**config.mk**
```make
export PLATFORM = sky130hd
export DESIGN_NAME = rob_rollback_ctrl
export DESIGN_NICKNAME = d
export VERILOG_FILES = /design/src/rtl/core_types_pkg.sv /design/src/rtl/rob_age_compare.sv /design/src/rtl/rob_rollback_ctrl.sv
export SDC_FILE = /design/constraint.sdc
export NUM_CORES = 1
export LEC_CHECK = 0
export ABC_AREA = 1
export BUFFER_PORTS_ARGS = -buffer_cell sky130_fd_sc_hd__clkbuf_2
export CAP_MARGIN = 20
export CELL_PAD_IN_SITES_DETAIL_PLACEMENT = 0
export CELL_PAD_IN_SITES_GLOBAL_PLACEMENT = 1
export CORE_ASPECT_RATIO = 1.25
export CORE_MARGIN = 2
export CORE_UTILIZATION = 33
export CTS_BUF_LIST = sky130_fd_sc_hd__clkbuf_8
export DETAILED_ROUTE_END_ITERATION = 8
export GPL_TIMING_DRIVEN = 0
export PLACE_DENSITY_LB_ADDON = 0.1
export SYNTH_ARGS = -nofsm -noshare
export SYNTH_HDL_FRONTEND = slang
export SYNTH_SLANG_ARGS = --single-unit
```
**constraint.sdc**
```tcl
create_clock -name CLK -period 7.4 [get_ports CLK]
set_input_delay 0.74 -clock CLK [delete_from_list [all_inputs] [get_ports CLK]]
set_output_delay 0.74 -clock CLK [all_outputs]
set_load 0.01 [all_outputs]
```
**src/rtl/core_types_pkg.sv**
```systemverilog
// Shared core types used by the ROB rollback controller and its helpers.
package core_types_pkg;

    localparam int CORE_ROB_DEPTH = 16;
    localparam int CORE_INDEX_W   = 4;

    typedef logic [CORE_INDEX_W-1:0] ROB_index_t;

    typedef enum logic [1:0] {
        IDLE     = 2'd0,
        RESTORE  = 2'd1,
        KILL     = 2'd2,
        REDIRECT = 2'd3
    } rob_rollback_state_t;

    // index holds the requesting entry (branch or load), not the boundary.
    typedef struct packed {
        logic        valid;
        logic        is_bru;
        ROB_index_t  index;
        logic [31:0] pc;
        logic [1:0]  column;
    } restart_req_t;

    // Oldest entry to squash: a branch survives, a load is re-executed.
    function automatic ROB_index_t boundary_index(input ROB_index_t idx, input logic is_bru);
        return idx + ROB_index_t'(is_bru);
    endfunction

endpackage

```
**src/rtl/rob_age_compare.sv**
```systemverilog
// Boundary-age comparator: ages two restart requests relative to the ROB head
// and reports whether request b squashes from an older point than request a.
module rob_age_compare
    import core_types_pkg::*;
#(
    parameter int INDEX_W = CORE_INDEX_W
) (
    input  logic [INDEX_W-1:0] head,
    input  logic [INDEX_W-1:0] a_index,
    input  logic               a_inc,
    input  logic [INDEX_W-1:0] b_index,
    input  logic               b_inc,
    output logic [INDEX_W:0]   a_age,
    output logic [INDEX_W:0]   b_age,
    output logic               b_older
);

    // Extra age bit keeps a branch at the youngest slot (age 15 + 1) ordered correctly.
    always_comb begin
        a_age   = {1'b0, a_index - head} + {{INDEX_W{1'b0}}, a_inc};
        b_age   = {1'b0, b_index - head} + {{INDEX_W{1'b0}}, b_inc};
        b_older = (b_age < a_age);
    end

endmodule

```
**src/rtl/rob_rollback_ctrl.sv**
```systemverilog
// ROB mis-speculation recovery sequencer: arbitrates BRU/LQ restarts, issues the
// checkpoint restore, walks the ROB killing younger entries, then redirects fetch.
module rob_rollback_ctrl
    import core_types_pkg::*;
#(
    parameter int ROB_DEPTH = CORE_ROB_DEPTH,
    parameter int INDEX_W   = CORE_INDEX_W
) (
    input  logic               CLK,
    input  logic               nRST,
    input  logic [INDEX_W-1:0] rob_head_index,
    input  logic [INDEX_W-1:0] rob_tail_index,
    input  logic [INDEX_W:0]   rob_count,
    input  logic               BRU_restart_valid,
    input  logic [INDEX_W-1:0] BRU_restart_ROB_index,
    input  logic [31:0]        BRU_restart_PC,
    input  logic [1:0]         BRU_restart_safe_column,
    input  logic               LQ_restart_valid,
    input  logic [INDEX_W-1:0] LQ_restart_ROB_index,
    input  logic [31:0]        LQ_restart_PC,
    output logic               restore_checkpoint_valid,
    output logic               restore_checkpoint_speculate_failed,
    output logic [INDEX_W-1:0] restore_checkpoint_ROB_index,
    output logic [1:0]         restore_checkpoint_safe_column,
    input  logic               restore_checkpoint_success,
    output logic [INDEX_W-1:0] kill_read_index,
    input  logic               kill_read_writes_reg,
    input  logic [4:0]         kill_read_arch_reg_tag,
    input  logic [5:0]         kill_read_safe_phys_reg_tag,
    input  logic [5:0]         kill_read_speculated_phys_reg_tag,
    output logic               kill_bus_valid,
    output logic [INDEX_W-1:0] kill_bus_ROB_index,
    output logic [4:0]         kill_bus_arch_reg_tag,
    output logic [5:0]         kill_bus_safe_phys_reg_tag,
    output logic [5:0]         kill_bus_speculated_phys_reg_tag,
    output logic               rob_tail_restore_valid,
    output logic [INDEX_W-1:0] rob_tail_restore_index,
    output logic               fetch_restart_valid,
    output logic [31:0]        fetch_restart_PC,
    output logic               core_control_restore_flush,
    output logic               core_control_kill_stall,
    output logic               busy
);

    rob_rollback_state_t state_q, state_d;
    restart_req_t        req_q, req_d, in_req;
    logic [INDEX_W-1:0]  ptr_q, ptr_d;
    logic [INDEX_W-1:0]  req_bidx;
    logic [INDEX_W:0]    arb_bru_age, arb_lq_age, new_age, held_age, unused_pre_new_age;
    logic                arb_lq_older, pre_new_older, lq_wins;
    logic                preempt, take_new, enter_kill;

    function automatic logic [INDEX_W-1:0] index_dec(input logic [INDEX_W-1:0] x);
        return INDEX_W'((32'(x) + 32'(ROB_DEPTH) - 32'd1) % 32'(ROB_DEPTH));
    endfunction

    rob_age_compare #(.INDEX_W(INDEX_W)) u_arb_age (
        .head    (rob_head_index),
        .a_index (BRU_restart_ROB_index),
        .a_inc   (1'b1),
        .b_index (LQ_restart_ROB_index),
        .b_inc   (1'b0),
        .a_age   (arb_bru_age),
        .b_age   (arb_lq_age),
        .b_older (arb_lq_older)
    );

    // Pick the incoming request with the oldest boundary; ties go to the branch.
    always_comb begin
        lq_wins       = LQ_restart_valid && (!BRU_restart_valid || arb_lq_older);
        in_req.valid  = BRU_restart_valid || LQ_restart_valid;
        in_req.is_bru = !lq_wins;
        in_req.index  = lq_wins ? LQ_restart_ROB_index : BRU_restart_ROB_index;
        in_req.pc     = lq_wins ? LQ_restart_PC : BRU_restart_PC;
        in_req.column = lq_wins ? 2'b00 : BRU_restart_safe_column;
        new_age       = lq_wins ? arb_lq_age : arb_bru_age;
    end

    rob_age_compare #(.INDEX_W(INDEX_W)) u_pre_age (
        .head    (rob_head_index),
        .a_index (req_q.index),
        .a_inc   (req_q.is_bru),
        .b_index (in_req.index),
        .b_inc   (in_req.is_bru),
        .a_age   (held_age),
        .b_age   (unused_pre_new_age),
        .b_older (pre_new_older)
    );

    // Recovery sequencing; an older request arriving mid-recovery replaces the held one.
    always_comb begin
        state_d    = state_q;
        req_d      = req_q;
        ptr_d      = ptr_q;
        enter_kill = 1'b0;
        preempt    = (state_q != IDLE) && in_req.valid && pre_new_older;
        take_new   = preempt || ((state_q == IDLE) && in_req.valid);
        if (take_new) begin
            req_d = in_req;
        end
        req_bidx = take_new ? boundary_index(in_req.index, in_req.is_bru)
                            : boundary_index(req_q.index, req_q.is_bru);
        case (state_q)
            IDLE: begin
                if (in_req.valid) begin
                    if (in_req.is_bru) begin
                        state_d = RESTORE;
                    end else begin
                        enter_kill = 1'b1;
                    end
                end
            end
            RESTORE: begin
                if (preempt || !restore_checkpoint_success) begin
                    enter_kill = 1'b1;
                end else begin
                    state_d = REDIRECT;
                end
            end
            KILL: begin
                ptr_d = index_dec(ptr_q);
                if (ptr_q == req_bidx) begin
                    state_d = REDIRECT;
                end
            end
            REDIRECT: begin
                if (preempt) begin
                    enter_kill = 1'b1;
                end else begin
                    state_d = IDLE;
                end
            end
            default: state_d = IDLE;
        endcase
        // Walk from the youngest entry; nothing to kill if the boundary lies past the tail.
        if (enter_kill) begin
            ptr_d   = index_dec(rob_tail_index);
            state_d = ((take_new ? new_age : held_age) >= rob_count) ? REDIRECT : KILL;
        end
    end

    // State, held request and walk pointer registers.
    always_ff @(posedge CLK) begin
        if (nRST) begin
            state_q <= IDLE;
            req_q   <= '0;
            ptr_q   <= '0;
        end else begin
            state_q <= state_d;
            req_q   <= req_d;
            ptr_q   <= ptr_d;
        end
    end

    // Output decode from the current state; kill fields pass straight from the ROB read port.
    always_comb begin
        restore_checkpoint_valid            = 1'b0;
        restore_checkpoint_speculate_failed = 1'b0;
        restore_checkpoint_ROB_index        = '0;
        restore_checkpoint_safe_column      = 2'b00;
        kill_read_index                     = '0;
        kill_bus_valid                      = 1'b0;
        kill_bus_ROB_index                  = '0;
        kill_bus_arch_reg_tag               = '0;
        kill_bus_safe_phys_reg_tag          = '0;
        kill_bus_speculated_phys_reg_tag    = '0;
        rob_tail_restore_valid              = 1'b0;
        rob_tail_restore_index              = '0;
        fetch_restart_valid                 = 1'b0;
        fetch_restart_PC                    = '0;
        core_control_restore_flush          = !nRST && (state_q == IDLE) && in_req.valid;
        core_control_kill_stall             = (state_q != IDLE);
        busy                                = (state_q != IDLE);
        case (state_q)
            RESTORE: begin
                restore_checkpoint_valid            = req_q.valid;
                restore_checkpoint_speculate_failed = req_q.valid;
                restore_checkpoint_ROB_index        = req_q.index;
                restore_checkpoint_safe_column      = req_q.column;
            end
            KILL: begin
                kill_read_index                  = ptr_q;
                kill_bus_valid                   = kill_read_writes_reg;
                kill_bus_ROB_index               = ptr_q;
                kill_bus_arch_reg_tag            = kill_read_arch_reg_tag;
                kill_bus_safe_phys_reg_tag       = kill_read_safe_phys_reg_tag;
                kill_bus_speculated_phys_reg_tag = kill_read_speculated_phys_reg_tag;
            end
            REDIRECT: begin
                fetch_restart_valid    = req_q.valid;
                fetch_restart_PC       = req_q.pc;
                rob_tail_restore_valid = req_q.valid;
                rob_tail_restore_index = boundary_index(req_q.index, req_q.is_bru);
            end
            default: ;
        endcase
    end

endmodule

```
# Yosys cells after proc, flatten, opt, wreduce, memory -nomap -nowiden
# Index checks and enable logic that the tools add are counted.
# totals
reg_bits	46
in_bits	110
output_inout_bits	75
# classes
addsub	13
order_cmp	3
n_eq_ne	9
muxes	32
n_reduce_logical	18
# op_table
operator	count
32-bit two-way mux	2
4-bit two-way mux	7
2-bit two-way mux	8
4-bit subtractor	4
5-bit two-way mux	3
3-bit inequality test (second input constant)	5
6-bit two-way mux	2
4-bit by 1-bit adder with 5-bit output	2
4-bit by 1-bit adder with 4-bit output	2
4-bit by 1-bit adder with 4-bit output (second input constant)	2
1-bit two-way mux	8
2-bit one-hot mux with 4 select lines	1
4-bit by 1-bit subtractor with 4-bit output (second input constant)	2
1-bit logical AND	6
4-bit by 1-bit adder with 5-bit output (second input constant)	1
5-bit >= comparator	1
4-bit by 5-bit < comparator with 1-bit output	1
5-bit < comparator	1
5-bit AND reduction	1
2-bit == test (second input constant)	2
4-bit == test	1
1-bit logical NOT	4
1-bit logical OR	4
2-bit nonzero test	2
3 further kinds	3

# Longest topological paths before layout
# depth
ltp_word	16
depth_mapped	46
ltp_nobuf	44

# Modules after synthesis
# Synthesis repeated with hierarchy kept, for this count alone.
# hier_totals
hier_cells	728
area_unflattened_um2	4418.0
# modules_own_cells
module	instances	cells_each	area_per_inst_um2	seq_area_each_um2
rob_rollback_ctrl	1	546	3308.2	920.9
rob_age_compare (u_arb_age)	1	90	555.5	0.0
rob_age_compare (u_pre_age)	1	92	554.3	0.0

# Worst setup path before layout
# OpenSTA, ideal clock, no wires.
# synth_path
path_kind	input port to flip-flop
from	input BRU_restart_ROB_index[0]
to	register state_q[0]
setup_ns	0.115
arrival_time_ns	6.475
required_time_ns	7.285
setup_slack_ns	0.810
stages	42
cell_sequence	inv_1 -> ha_1 -> inv_1 -> fa_1 -> ha_1 -> inv_1 -> ha_1 -> nand2_1 -> nand2_1 -> nand2_1 -> nand2_1 -> nand2_1 -> nand2_1 -> nand3_4 -> nand2_4 -> buf_6 -> o21ai_0 -> ha_1 -> [... 6 more ...] -> a21oi_1 -> o21a_1 -> nand3_1 -> nand2_1 -> clkbuf_1 -> clkbuf_1 -> o21ai_0 -> ha_1 -> inv_1 -> nand2_1 -> a21oi_1 -> o21bai_1 -> a21oi_1 -> nor2_1 -> o21ai_0 -> o21ai_0 -> a21oi_1 -> nor2_1
# synth_between
elab_chain_cells	15
elab_cells_between_ends	32
# synth_rtl
element	line	text
start: declaration	rob_rollback_ctrl.sv:15	input logic [INDEX_W-1:0] BRU_restart_ROB_index,
4-bit subtractor	rob_age_compare.sv:20	a_age = {1'b0, a_index - head} + {{INDEX_W{1'b0}}, a_inc};
4-bit by 1-bit adder with 5-bit output	rob_age_compare.sv:20	
4-bit by 5-bit < comparator with 1-bit output	rob_age_compare.sv:22	b_older = (b_age < a_age);
1-bit logical OR	rob_rollback_ctrl.sv:70	lq_wins = LQ_restart_valid && (!BRU_restart_valid || arb_lq_older);
1-bit logical AND	rob_rollback_ctrl.sv:70	
4-bit two-way mux	rob_rollback_ctrl.sv:73	in_req.index = lq_wins ? LQ_restart_ROB_index : BRU_restart_ROB_index;
4-bit subtractor	rob_age_compare.sv:21	b_age = {1'b0, b_index - head} + {{INDEX_W{1'b0}}, b_inc};
4-bit by 1-bit adder with 5-bit output	rob_age_compare.sv:21	
5-bit < comparator	rob_age_compare.sv:22	
1-bit logical AND	rob_rollback_ctrl.sv:96	preempt = (state_q != IDLE) && in_req.valid && pre_new_older;
1-bit logical OR (on tied branches)	rob_rollback_ctrl.sv:97, rob_rollback_ctrl.sv:114	
5-bit two-way mux (tied with other cells)	rob_rollback_ctrl.sv:138	state_d = ((take_new ? new_age : held_age) >= rob_count) ? REDIRECT : KILL;
5-bit >= comparator (tied with other cells)	rob_rollback_ctrl.sv:138	
1-bit two-way mux / 3-bit inequality test (equally long branches)	--	
2-bit two-way mux / 5-bit AND reduction (equally long branches)	--	
end signal: assignment	rob_rollback_ctrl.sv:149	state_q <= state_d;
end: declaration	rob_rollback_ctrl.sv:45	rob_rollback_state_t state_q, state_d;
# Parallel ways exist; a longest one is shown, timed or not.
# A chain may end at the register's enable or synchronous reset.

# Worst setup path in the final report
# layout_path
from	input rob_head_index[0]
to	register state_q[0]
# layout_between
elab_chain_cells	15
elab_cells_between_ends	35
# layout_rtl
element	line	text
start: declaration	rob_rollback_ctrl.sv:11	input logic [INDEX_W-1:0] rob_head_index,
4-bit subtractor	rob_age_compare.sv:20	
4-bit by 1-bit adder with 5-bit output	rob_age_compare.sv:20	
4-bit by 5-bit < comparator with 1-bit output	rob_age_compare.sv:22	
1-bit logical OR	rob_rollback_ctrl.sv:70	
1-bit logical AND	rob_rollback_ctrl.sv:70	
4-bit two-way mux	rob_rollback_ctrl.sv:73	
4-bit subtractor	rob_age_compare.sv:21	
4-bit by 1-bit adder with 5-bit output	rob_age_compare.sv:21	
5-bit < comparator	rob_age_compare.sv:22	
1-bit logical AND	rob_rollback_ctrl.sv:96	
1-bit logical OR (on tied branches)	rob_rollback_ctrl.sv:97, rob_rollback_ctrl.sv:114	
5-bit two-way mux (tied with other cells)	rob_rollback_ctrl.sv:138	
5-bit >= comparator (tied with other cells)	rob_rollback_ctrl.sv:138	
1-bit two-way mux / 3-bit inequality test (equally long branches)	--	
2-bit two-way mux / 5-bit AND reduction (equally long branches)	--	
# Parallel ways exist; a longest one is shown, timed or not.

==> results.py <==
metrics = {
    "job": {
        "cap_violations": 0,
    },
    "run_status": {
        "status": "finished clean",
    },
    "drt": {
        "first_pass_iters": 6,
        "drt_wl_total_um": 13500,
        "avgRoutedWirePerCell_um": 13.1,
        "drtIter0Drc": 162,
        "ant_nets": 0,
        "drc": 0,
        "routed_via_density": 4.58,
        "vias": 4729,
    },
    "place": {
        "port_buffers": 183,
        "post_dp_cell_area_um2": 5360,
        "gp_congestion": 0.854,
        "place_ws_ns": -1.06,
        "hpwl_um": 11200,
        "dp_cells": 1019,
    },
    "die": {
        "start_util_pct": 33.6,
        "dieArea_um2": 13800,
        "fp.dieH_um": 131,
        "pin_count": 185,
        "core_um2": 12600,
        "die_w_um": 105,
        "fp-row-count": 46,
    },
    "worst_setup_path": {
        "cp_slowest_cell": "fa_1",
        "r2r_end": "state_q[0]",
        "cp.arrival_ns": 7.10,
        "crit_path_max_fanout": 10,
        "critical_path.max_stage_delay_ns": 0.43,
        "ff2ff_setup_slack_ns": 2.90,
        "r2r_start": "req_q[34]",
        "crit_type": "primary input to register",
        "ff2ff_path_depth": 27,
        "crit_required_ns": 7.62,
        "cp-start-kind": "primary input",
        "endpoint_kind": "register",
        "cp_common_cell": "nand2_1",
    },
    "logic_synthesis": {
        "syn-num-nets": 823,
        "synthFlopType": "dfxtp_1",
        "async_reset_ff_share_pct": 0,
        "netlist_area_um2": 4240,
        "ys_ff_latch": 46,
        "yosys_warnings": 0,
        "yosysSeqAreaShare_pct": 21.7,
        "synth_cell_types": 34,
        "synthCells": 668,
        "synth_area_per_cell_um2": 6.34,
        "synth-edff-count": 0,
    },
    "final_layout": {
        "fillCellCount": 1422,
        "fin_nets": 1019,
        "diodes": 0,
        "areaGrowthSynthToFinish_pct": 30.7,
        "fin_util_pct": 43.9,
        "finalNonFillerCells": 1032,
        "fin_area_um2": 5540,
        "seq_area_um2": 921,
        "drive_gt1_share_pct": 26.6,
        "multi_input_area_um2": 2590,
    },
    "power": {
        "leakagePower_nw": 3.56,
        "peakVddDrop_mv": 0.144,
        "powerDensity_nw_per_um2": 349,
        "power_w": 0.00193,
    },
    "clock_network": {
        "cts_sinks": 46,
        "clock-root-buffer": "clkbuf_8",
        "cts_tree": "built",
        "cts_buffers": 5,
        "htreeDepth": 2,
        "cts_buffer_depth": 2,
        "clk_pin_slew_worst_paths_ns": 0.10,
        "clkLatencyLatePin_ns": 0.32,
    },
    "timing": {
        "fmax_mhz": 145,
        "timing.final.crit_share_pct": 92.9,
        "slew_headroom_pct": 58.1,
        "tightest_slew_ns": 0.629,
        "rsz0062_at_grt": "no",
        "finClkSkew_ns": 0.0164,
        "slew_viol_final": 0,
        "layout_min_cycle_time_ns": 6.88,
        "finalSetupViolCount": 0,
        "worst_slack_ns": 0.525,
        "final-hold-violation-count": 0,
    },
    "global_routing": {
        "grt_pass1_wl_um": 21400,
        "grt_pass1_vias": 4510,
        "grt_max_degree": 14,
        "overflow": 0,
        "antenna_found_initial": 0,
        "grt_use_total_pct": 19.4,
    },
    "min_path": {
        "hp-class": "register to register",
        "min-delay-start": "req_q[1]",
        "min_to": "req_q[1]",
        "hold_depth": 2,
    },
}
## registers in the layout (all words and copies together), names as in the netlist
register  cells
ptr_q         4
req_q        40
state_q       2
## synthesized netlist by cell type, types with 2 or more instances
library cell	instances	area share [%]
xnor2_1	11	2.3
ha_1	41	12
mux2i_1	2	0.47
o21ai_0	16	1.9
inv_1	152	13
nand3_1	79	9.3
o21bai_1	2	0.35
clkbuf_1	25	2.2
o22ai_1	3	0.44
o211ai_1	34	6.0
xor2_1	15	3.1
or2_2	2	0.30
buf_4	8	1.4
fa_1	4	1.9
o21ai_1	3	0.35
nor3_1	3	0.35
nand3_2	2	0.47
nor2_1	22	1.9
buf_1	3	0.27
a21oi_1	18	2.1
nand2_1	157	14
dfxtp_1	46	22
nand2_2	4	0.59
nand4_1	3	0.44
buf_2	4	0.47
## report_power, final
group | leakage (nW) | internal [W] | switching, W
Combinational | 3.14 | 0.000512 | 0.000844
Clock | 0.0414 | 0.0000636 | 0.0000901
Sequential | 0.382 | 0.000351 | 0.0000710
## critical path, delay by kind of cell
kind	cells	cell delay, ns
AO/OA/AOI/OAI	12	1.50
XOR/XNOR	1	0.16
adder cells (fa/ha/maj)	9	2.62
buffers and inverters	9	0.91
AND/OR/NAND/NOR	14	1.13
## cell families (layout without fill, tap and decap cells)
kind of cell               after synthesis  after routing  share of synthesized area (%)
adders and majority gates               45             45                           14.0
muxes                                    2              2                          0.473
xor gates and xnor gates                26             26                           5.38
DFF                                     46             46                           21.7
buffers and inverters                  193            388                           18.1
AOI/OAI and AO/OA                       80             80                           11.9
and+or+nand+nor                        276            277                           28.4
## worst max-delay path by stage
stage | slack (ns) | to | from | depth (start not counted)
6_report | 0.52 | state_q[0] | rob_head_index[0] | 45
5_1_grt | 0.01 | state_q[0] | rob_head_index[0] | 45
4_1_cts | 0.07 | state_q[0] | rob_head_index[0] | 45
3_5_place_dp | -1.06 | state_q[0] | rob_head_index[1] | 40
3_3_place_gp | -1.08 | state_q[0] | rob_head_index[1] | 41
2_1_floorplan | 0.81 | state_q[0] | BRU_restart_ROB_index[0] | 42
## through the flow
stage	TNS, ns	hold slack [ns]
3_3_place_gp	-1.08	0.456
6_report	0	0.478
5_1_grt	0	0.504
2_1_floorplan	0	0.439
3_5_place_dp	-1.06	0.463
4_1_cts	0	0.478
## routing by layer
| layer | vias up | share of wire [%] | track usage (%) |
|---|---|---|---|
| li1 | 2467 | - | - |
| met1 | 2110 | 42 | 22.6 |
| met2 | 136 | 50 | 35.9 |
| met3 | 16 | 6.0 | 3.67 |
| met5 | - | 0 | 0 |
| met4 | 0 | 1.8 | 6.12 |
## placed cells by master, fill, tap and decap left out, types with 3 or more instances in the layout
cell      instances
o22ai_1           3
nand3_2           3
inv_1           152
clkbuf_1         22
buf_1             3
buf_2             3
o21ai_0          14
nor2_1           22
nand3_1          78
buf_4            13
clkbuf_2        184
clkbuf_8          5
nand4_1           3
xnor2_1          11
ha_1             40
o21ai_1           4
clkbuf_4          3
o211ai_1         34
nand2_2           5
a21oi_1          17
dfxtp_1          46
fa_1              4
xor2_1           14
nand2_1         156
## timing repair
item	4_1_cts	5_1_grt
cloned	0	1
gates resized for setup	9	8
pin swaps	0	2
endpoints found under the setup margin	1	1
buffers inserted	2	3
hold buffers	0	0
## layout make-up
type                    count  share of cell area, %
multi-input cells         430                   46.8
clock inverters             2                  0.203
repair buffers            188                   17.2
inverters                 152                   10.4
well taps                 168                   3.80
plain buffers              41                   3.75
clock buffers               5                   1.24
flip-flops and latches     46                   16.6
Note: power is estimated with default switching activity, not from simulation.
